**config.mk**
```make
export PLATFORM = sky130hd
export DESIGN_NAME = hazard_stall_ctrl
export DESIGN_NICKNAME = d
export VERILOG_FILES = /design/src/rtl/pipe_ctrl_pkg.sv /design/src/rtl/muldiv_timer.sv /design/src/rtl/hazard_stall_ctrl.sv
export SDC_FILE = /design/constraint.sdc
export NUM_CORES = 1
export LEC_CHECK = 0
export BUFFER_PORTS_ARGS = -buffer_cell sky130_fd_sc_hd__buf_2
export CAP_MARGIN = 40
export CORE_MARGIN = 4
export CORE_UTILIZATION = 47
export CTS_CLUSTER_SIZE = 28
export DETAILED_ROUTE_END_ITERATION = 8
export PLACE_DENSITY = 0.88
export SYNTH_ARGS = -nofsm -noshare
export SYNTH_HDL_FRONTEND = slang
export SYNTH_HIERARCHICAL = 1
export SYNTH_SLANG_ARGS = --single-unit
```
**constraint.sdc**
```tcl
create_clock -name clk -period 2.16 [get_ports clk]
set_input_delay 0.432 -clock clk [delete_from_list [all_inputs] [get_ports clk]]
set_output_delay 0.432 -clock clk [all_outputs]
set_load 0.01 [all_outputs]
```
**src/rtl/pipe_ctrl_pkg.sv**
```systemverilog
// Shared constants and state encoding for the IF/ID sequencing controller
// and its mult/div occupancy timer.
package pipe_ctrl_pkg;

    typedef enum logic {
        MD_IDLE = 1'b0,
        MD_BUSY = 1'b1
    } md_state_e;

    localparam int          REG_ZERO = 0;
    localparam logic [31:0] NOP      = 32'h0000_0000;

endpackage

```
**src/rtl/muldiv_timer.sv**
```systemverilog
// Occupancy timer for the multi-cycle mult/div unit: busy for exactly LAT
// cycles after each accepted start.
module muldiv_timer
    import pipe_ctrl_pkg::*;
#(
    parameter int LAT = 32
) (
    input  logic clk,
    input  logic rst,
    input  logic start,
    output logic busy
);

    md_state_e  state, state_nxt;
    logic [7:0] count, count_nxt;

    always_ff @(posedge clk or posedge rst) begin
        if (rst) begin
            state <= MD_IDLE;
            count <= 8'd0;
        end else begin
            state <= state_nxt;
            count <= count_nxt;
        end
    end

    // A start while BUSY is impossible upstream (it stalls), so it is ignored here.
    always_comb begin
        state_nxt = state;
        count_nxt = count;
        case (state)
            MD_IDLE: begin
                if (start) begin
                    state_nxt = MD_BUSY;
                    count_nxt = 8'(LAT);
                end
            end
            MD_BUSY: begin
                if (count == 8'd1) begin
                    state_nxt = MD_IDLE;
                    count_nxt = 8'd0;
                end else begin
                    count_nxt = count - 8'd1;
                end
            end
            default: begin
                state_nxt = MD_IDLE;
                count_nxt = 8'd0;
            end
        endcase
    end

    assign busy = (state == MD_BUSY);

endmodule

```
**src/rtl/hazard_stall_ctrl.sv**
```systemverilog
// IF/ID sequencing: decides advance/hold/flush of PC and IF/ID, ID/EX bubbles,
// times the mult/div unit and counts stalled cycles.
module hazard_stall_ctrl
    import pipe_ctrl_pkg::*;
#(
    parameter int MULDIV_LAT = 32,
    parameter int REG_W      = 5
) (
    input  logic             clk,
    input  logic             rst,
    input  logic [REG_W-1:0] id_rs,
    input  logic [REG_W-1:0] id_rt,
    input  logic             id_uses_rt,
    input  logic             ex_memread,
    input  logic [REG_W-1:0] ex_rt,
    input  logic             id_branch_taken,
    input  logic             id_muldiv,
    input  logic             id_reads_hilo,
    input  logic             imem_ready,
    output logic             pc_write,
    output logic             ifid_write,
    output logic             ifid_flush,
    output logic             idex_bubble,
    output logic             muldiv_start,
    output logic             muldiv_busy,
    output logic [31:0]      stall_cycles
);

    logic        load_use;
    logic        md_hazard;
    logic        stall_id;
    logic [31:0] stall_cnt;

    // A load into r0 never produces a usable value, so it never stalls.
    assign load_use  = ex_memread && (ex_rt != REG_W'(REG_ZERO)) &&
                       ((ex_rt == id_rs) || (id_uses_rt && (ex_rt == id_rt)));
    assign md_hazard = muldiv_busy && (id_muldiv || id_reads_hilo);
    assign stall_id  = load_use || md_hazard;

    // Stall wins over a branch redirect; the branch is seen again next cycle.
    assign pc_write     = !stall_id && (imem_ready || id_branch_taken);
    assign ifid_write   = !stall_id;
    assign ifid_flush   = !stall_id && (id_branch_taken || !imem_ready);
    assign idex_bubble  = stall_id;
    assign muldiv_start = id_muldiv && !stall_id;

    muldiv_timer #(
        .LAT (MULDIV_LAT)
    ) u_muldiv_timer (
        .clk   (clk),
        .rst   (rst),
        .start (muldiv_start),
        .busy  (muldiv_busy)
    );

    always_ff @(posedge clk or posedge rst) begin
        if (rst) begin
            stall_cnt <= 32'd0;
        end else if (stall_id && (stall_cnt != 32'hFFFF_FFFF)) begin
            stall_cnt <= stall_cnt + 32'd1;
        end
    end

    assign stall_cycles = stall_cnt;

endmodule

```
==> results.md <==
- The synthesized design contains 0 enable-type register cells.
- The final standard cell count with taps included and fillers excluded is 380.
- The tool flagged a number of max-cap violations equal to 0.
- TritonCTS created 5 clock buffers.
- The CTS sink count is 41.
- The dominant synthesized flop cell is sky130_fd_sc_hd__dfrtp_1.
- The remaining global-route overflow is 0.
- The setup violation total in the final timing report is 1.
- The root cell of the clock tree is sky130_fd_sc_hd__clkbuf_8.
- Before CTS, the worst setup slack after placement is -214 ps.
- The global-route wire length before repair is 9.72 mm.
- The data required time at the worst endpoint is 1730 ps.
- The leakage power total is 0.00155 µW.
- The number of distinct library cells after synthesis is 43.
- The die is 76.7 µm tall.
- The instance count after placement with tap cells included is 367.
- The mean routed wirelength per cell is 15.1 µm.
- In this run the standard cell core region covers 0.00447 mm².
- The checks that failed: negative setup slack.
- The design draws 2100 µW.
- The worst register-to-register path has a depth of 8.
- The register bit total from synthesis is 41.
- The die covers 0.00588 mm².
- STA classifies the critical path endpoint as an output port.
- After clock tree synthesis, the clock-pin slew on the worst setup and hold paths is 80 ps.
- The met3 capacity usage during global routing is 5.04%.
- Setup repair after global routing could not meet its margin everywhere.
- The global routing's busiest layer is met2.
- The post-route clock period utilization is 100%.
- The number of max-slew violations in the final report came to 0.
- The area of the multi-input gates is 0.00121 mm².
- The maximum fanout along the worst path is 5.
- The fraction of met1 tracks used by global routing is 22.5%.
- Yosys printed 6 warnings.
- In the layout the commonest cells are 56 x sky130_fd_sc_hd__buf_2, 40 x sky130_fd_sc_hd__buf_4, 39 x sky130_fd_sc_hd__dfrtp_1.
- For this run, the detailed router's first-pass iteration total came to 4.
- The critical path goes through buf_8 > or4_4 > o21ai_4 > and2_4 > nor2_4 > inv_2 > and2_4 > buf_6.
- In this run the number of H-tree levels came out at 2.
- The antenna cell count is 0.
- The worst slew margin relative to its limit is 63.4%.
- The maximum number of pins on one net before global-route repair is 33.
- In the post-route analysis, the smallest setup slack over all paths is -7.66 ps.
- The total I/O pin count is 61.
- The via count of the first global-routing pass is 2225.
- The cell area that synthesis handed to floorplanning was 0.00222 mm².
- Derived from the worst setup path, the maximum achievable clock frequency is 461 MHz.
- The floorplan has 24 rows.
- The first routing iteration left 79 violations.
- The layout overhead on the synthesized area is 39.4%.
- In this design, the stage delay of the slowest critical-path cell is 540 ps.
- The detailed-route DRC error count is 0.
- The number of failing hold endpoints at the final stage is 0.
- The share of flip-flops with an asynchronous set or reset after synthesis is 100%.
- The cell family with the largest share of critical-path delay is simple AND/OR/NAND/NOR gates.
- After routing, the total negative slack on setup checks comes to -7.66 ps.
- The maximum count of clock buffers along a single path is 2.
- The via count is 2079.
- VDD sags by at most 0.624 mV.
- The count of buffers from port buffering is 60.
- The total detailed-routing wirelength is 5.75 mm.
- Once the floorplan was initialized, standard cells occupied 49.6% of the core.
- The element type at the critical path start is an input port.
- The half-perimeter wire length after detailed placement is 4.17 mm.
- The chip width is 76.7 µm.
- The number of buffers and inverters on the critical path is 3.
- The number of antenna violations at the first check in global routing is 0.
- For the finished layout, the period the worst path requires is 2170 ps.
- Once detail routing completed, the nets flagged for antenna violations numbered 0.
- Counting every instance in the synthesized netlist gives 221.
- In the final layout, the share of cells above drive strength 1 is 41.2%.
- The per-instance average area after synthesis is 10.0 µm².
- The flow ran to the end, but the final reports show violations.
- Sequential elements use 46.3% of the synthesized area.
- The routability-driven placement congestion ratio is 0.886.
- The path class of the tightest hold or removal check is input port to async pin.
- The number of nets in the finished design is 353.
- The most frequent standard cell in the layout excluding fill and tap cells is sky130_fd_sc_hd__buf_2.
- The reg-to-reg critical path endpoint is stall_cycles[9].
- The insertion delay to the later sink of the worst-skew pair is 290 ps.
- The clock tree from TritonCTS is yes.
- The critical path class is input port to output port.
- The count of fill cells added during filler insertion is 329.
- Buffers inserted to repair hold after CTS numbered 0.
- The slew at the pin with the worst max-slew slack is 544 ps.
- For this run, global-route usage on met2 was measured as 36.9%.
- The worst register-to-register path begins at stall_cycles[1].
- After detailed routing, the number of vias per cell comes to 5.47.
- The minimum setup slack among reg-to-reg paths is 90 ps.
- The post-synthesis net count is 247.
- For this design the ratio of total power to cell area is 678 mW/mm².
- Summing all flip-flop and latch instances after layout gives 0.00103 mm².
- The cell repeated most along the worst path is sky130_fd_sc_hd__and2_4.
- The standard cell with the maximum stage delay on the critical path is sky130_fd_sc_hd__or4_4.
- Data arrives at the worst endpoint at 1740 ps.
- Clock skew on the completed layout was measured at 3.65 ps.
- The total track usage is 20.3%.
## power breakdown
group | switching [µW] | total (µW) | internal, µW | leakage [µW]
Sequential | 59.1 | 895 | 836 | 0.000517
Combinational | 256 | 561 | 304 | 0.000970
Clock | 263 | 640 | 377 | 0.0000585
## Yosys cell counts (2+ instances only)
| master | count | share of area [%] |
|---|---|---|
| sky130_fd_sc_hd__and2_1 | 5 | 1.4 |
| sky130_fd_sc_hd__nor4_1 | 5 | 1.4 |
| sky130_fd_sc_hd__nand2b_1 | 3 | 0.85 |
| sky130_fd_sc_hd__nor4b_1 | 2 | 0.79 |
| sky130_fd_sc_hd__o21ai_1 | 2 | 0.45 |
| sky130_fd_sc_hd__nand2_1 | 26 | 4.4 |
| sky130_fd_sc_hd__a31oi_1 | 5 | 1.4 |
| sky130_fd_sc_hd__nor2_1 | 11 | 1.9 |
| sky130_fd_sc_hd__and4_1 | 2 | 0.79 |
| sky130_fd_sc_hd__nand4_2 | 2 | 1.1 |
| sky130_fd_sc_hd__and3_1 | 2 | 0.56 |
| sky130_fd_sc_hd__ha_1 | 3 | 1.7 |
| sky130_fd_sc_hd__xnor2_1 | 24 | 9.5 |
| sky130_fd_sc_hd__dfrtp_1 | 41 | 46 |
| sky130_fd_sc_hd__nand4_1 | 8 | 2.3 |
| sky130_fd_sc_hd__inv_1 | 8 | 1.4 |
| sky130_fd_sc_hd__or3_4 | 2 | 1.0 |
| sky130_fd_sc_hd__nand3_1 | 14 | 3.2 |
| sky130_fd_sc_hd__nor3_1 | 12 | 2.7 |
| sky130_fd_sc_hd__o21ai_0 | 3 | 0.68 |
| sky130_fd_sc_hd__and3_2 | 2 | 0.68 |
| sky130_fd_sc_hd__a21oi_1 | 3 | 0.68 |
| sky130_fd_sc_hd__or2_2 | 2 | 0.56 |
| sky130_fd_sc_hd__xor2_1 | 15 | 5.9 |
## cell families (layout without fill, tap and decap cells)
kind of cell    count (synthesis)  after routing  synth area share (%)
xor+xnor                       39             39                  15.4
buf+inv                         9            116                  1.86
simple gates                  104            104                  26.2
mux                             2              2                  1.18
fa+ha+maj                       3              3                  1.69
flops                          41             41                  46.3
compound gates                 23             23                  7.39
## metal layers
layer,share of wire [%],vias to the layer above
met5,0,-
met1,40,1000
met4,1.7,0
met3,5.0,8
li1,-,1008
met2,53,63
## per-stage QoR
stage / hold slack [ps] / cell area (µm²) / util, %
floorplan: 260 / 2240 / -
global placement: 417 / 2870 / 64.1
detailed placement: 429 / 2870 / 64.1
finish: 108 / 3090 / 69.1
CTS: 109 / 3030 / 67.8
global route: 123 / 3090 / 69.1
## final cells by class
cell class | instances | area share (%)
Tap cell | 52 | 2.11
Clock inverter | 1 | 0.972
Clock buffer | 7 | 2.79
Timing Repair Buffer | 100 | 20.6
Inverter | 8 | 0.972
Sequential cell | 41 | 33.3
Multi-Input combinational cell | 171 | 39.2
## what timing repair did
action,CTS,global route
endpoints found under the hold margin,0,0
buffers inserted,2,3
pin swaps,3,6
resized for setup,10,8
setup endpoints to repair,11,18
## worst max path at each step
stage,start,slack [ps],end,depth (start not counted)
floorplan,stall_cycles[1],1,stall_cycles[1],7
global placement,ex_rt[1],-100,u_muldiv_timer/count[3],10
detailed placement,ex_rt[1],-210,muldiv_start,8
CTS,ex_rt[4],-40,muldiv_start,8
global route,ex_rt[1],-50,muldiv_start,8
finish,ex_rt[1],-8,muldiv_start,8
## sequential cells by signal (all words and copies together) (netlist names)
name,flops
stall_cycles,32
u_muldiv_timer/busy,1
u_muldiv_timer/count,8
(Power assumes the default switching activity.)
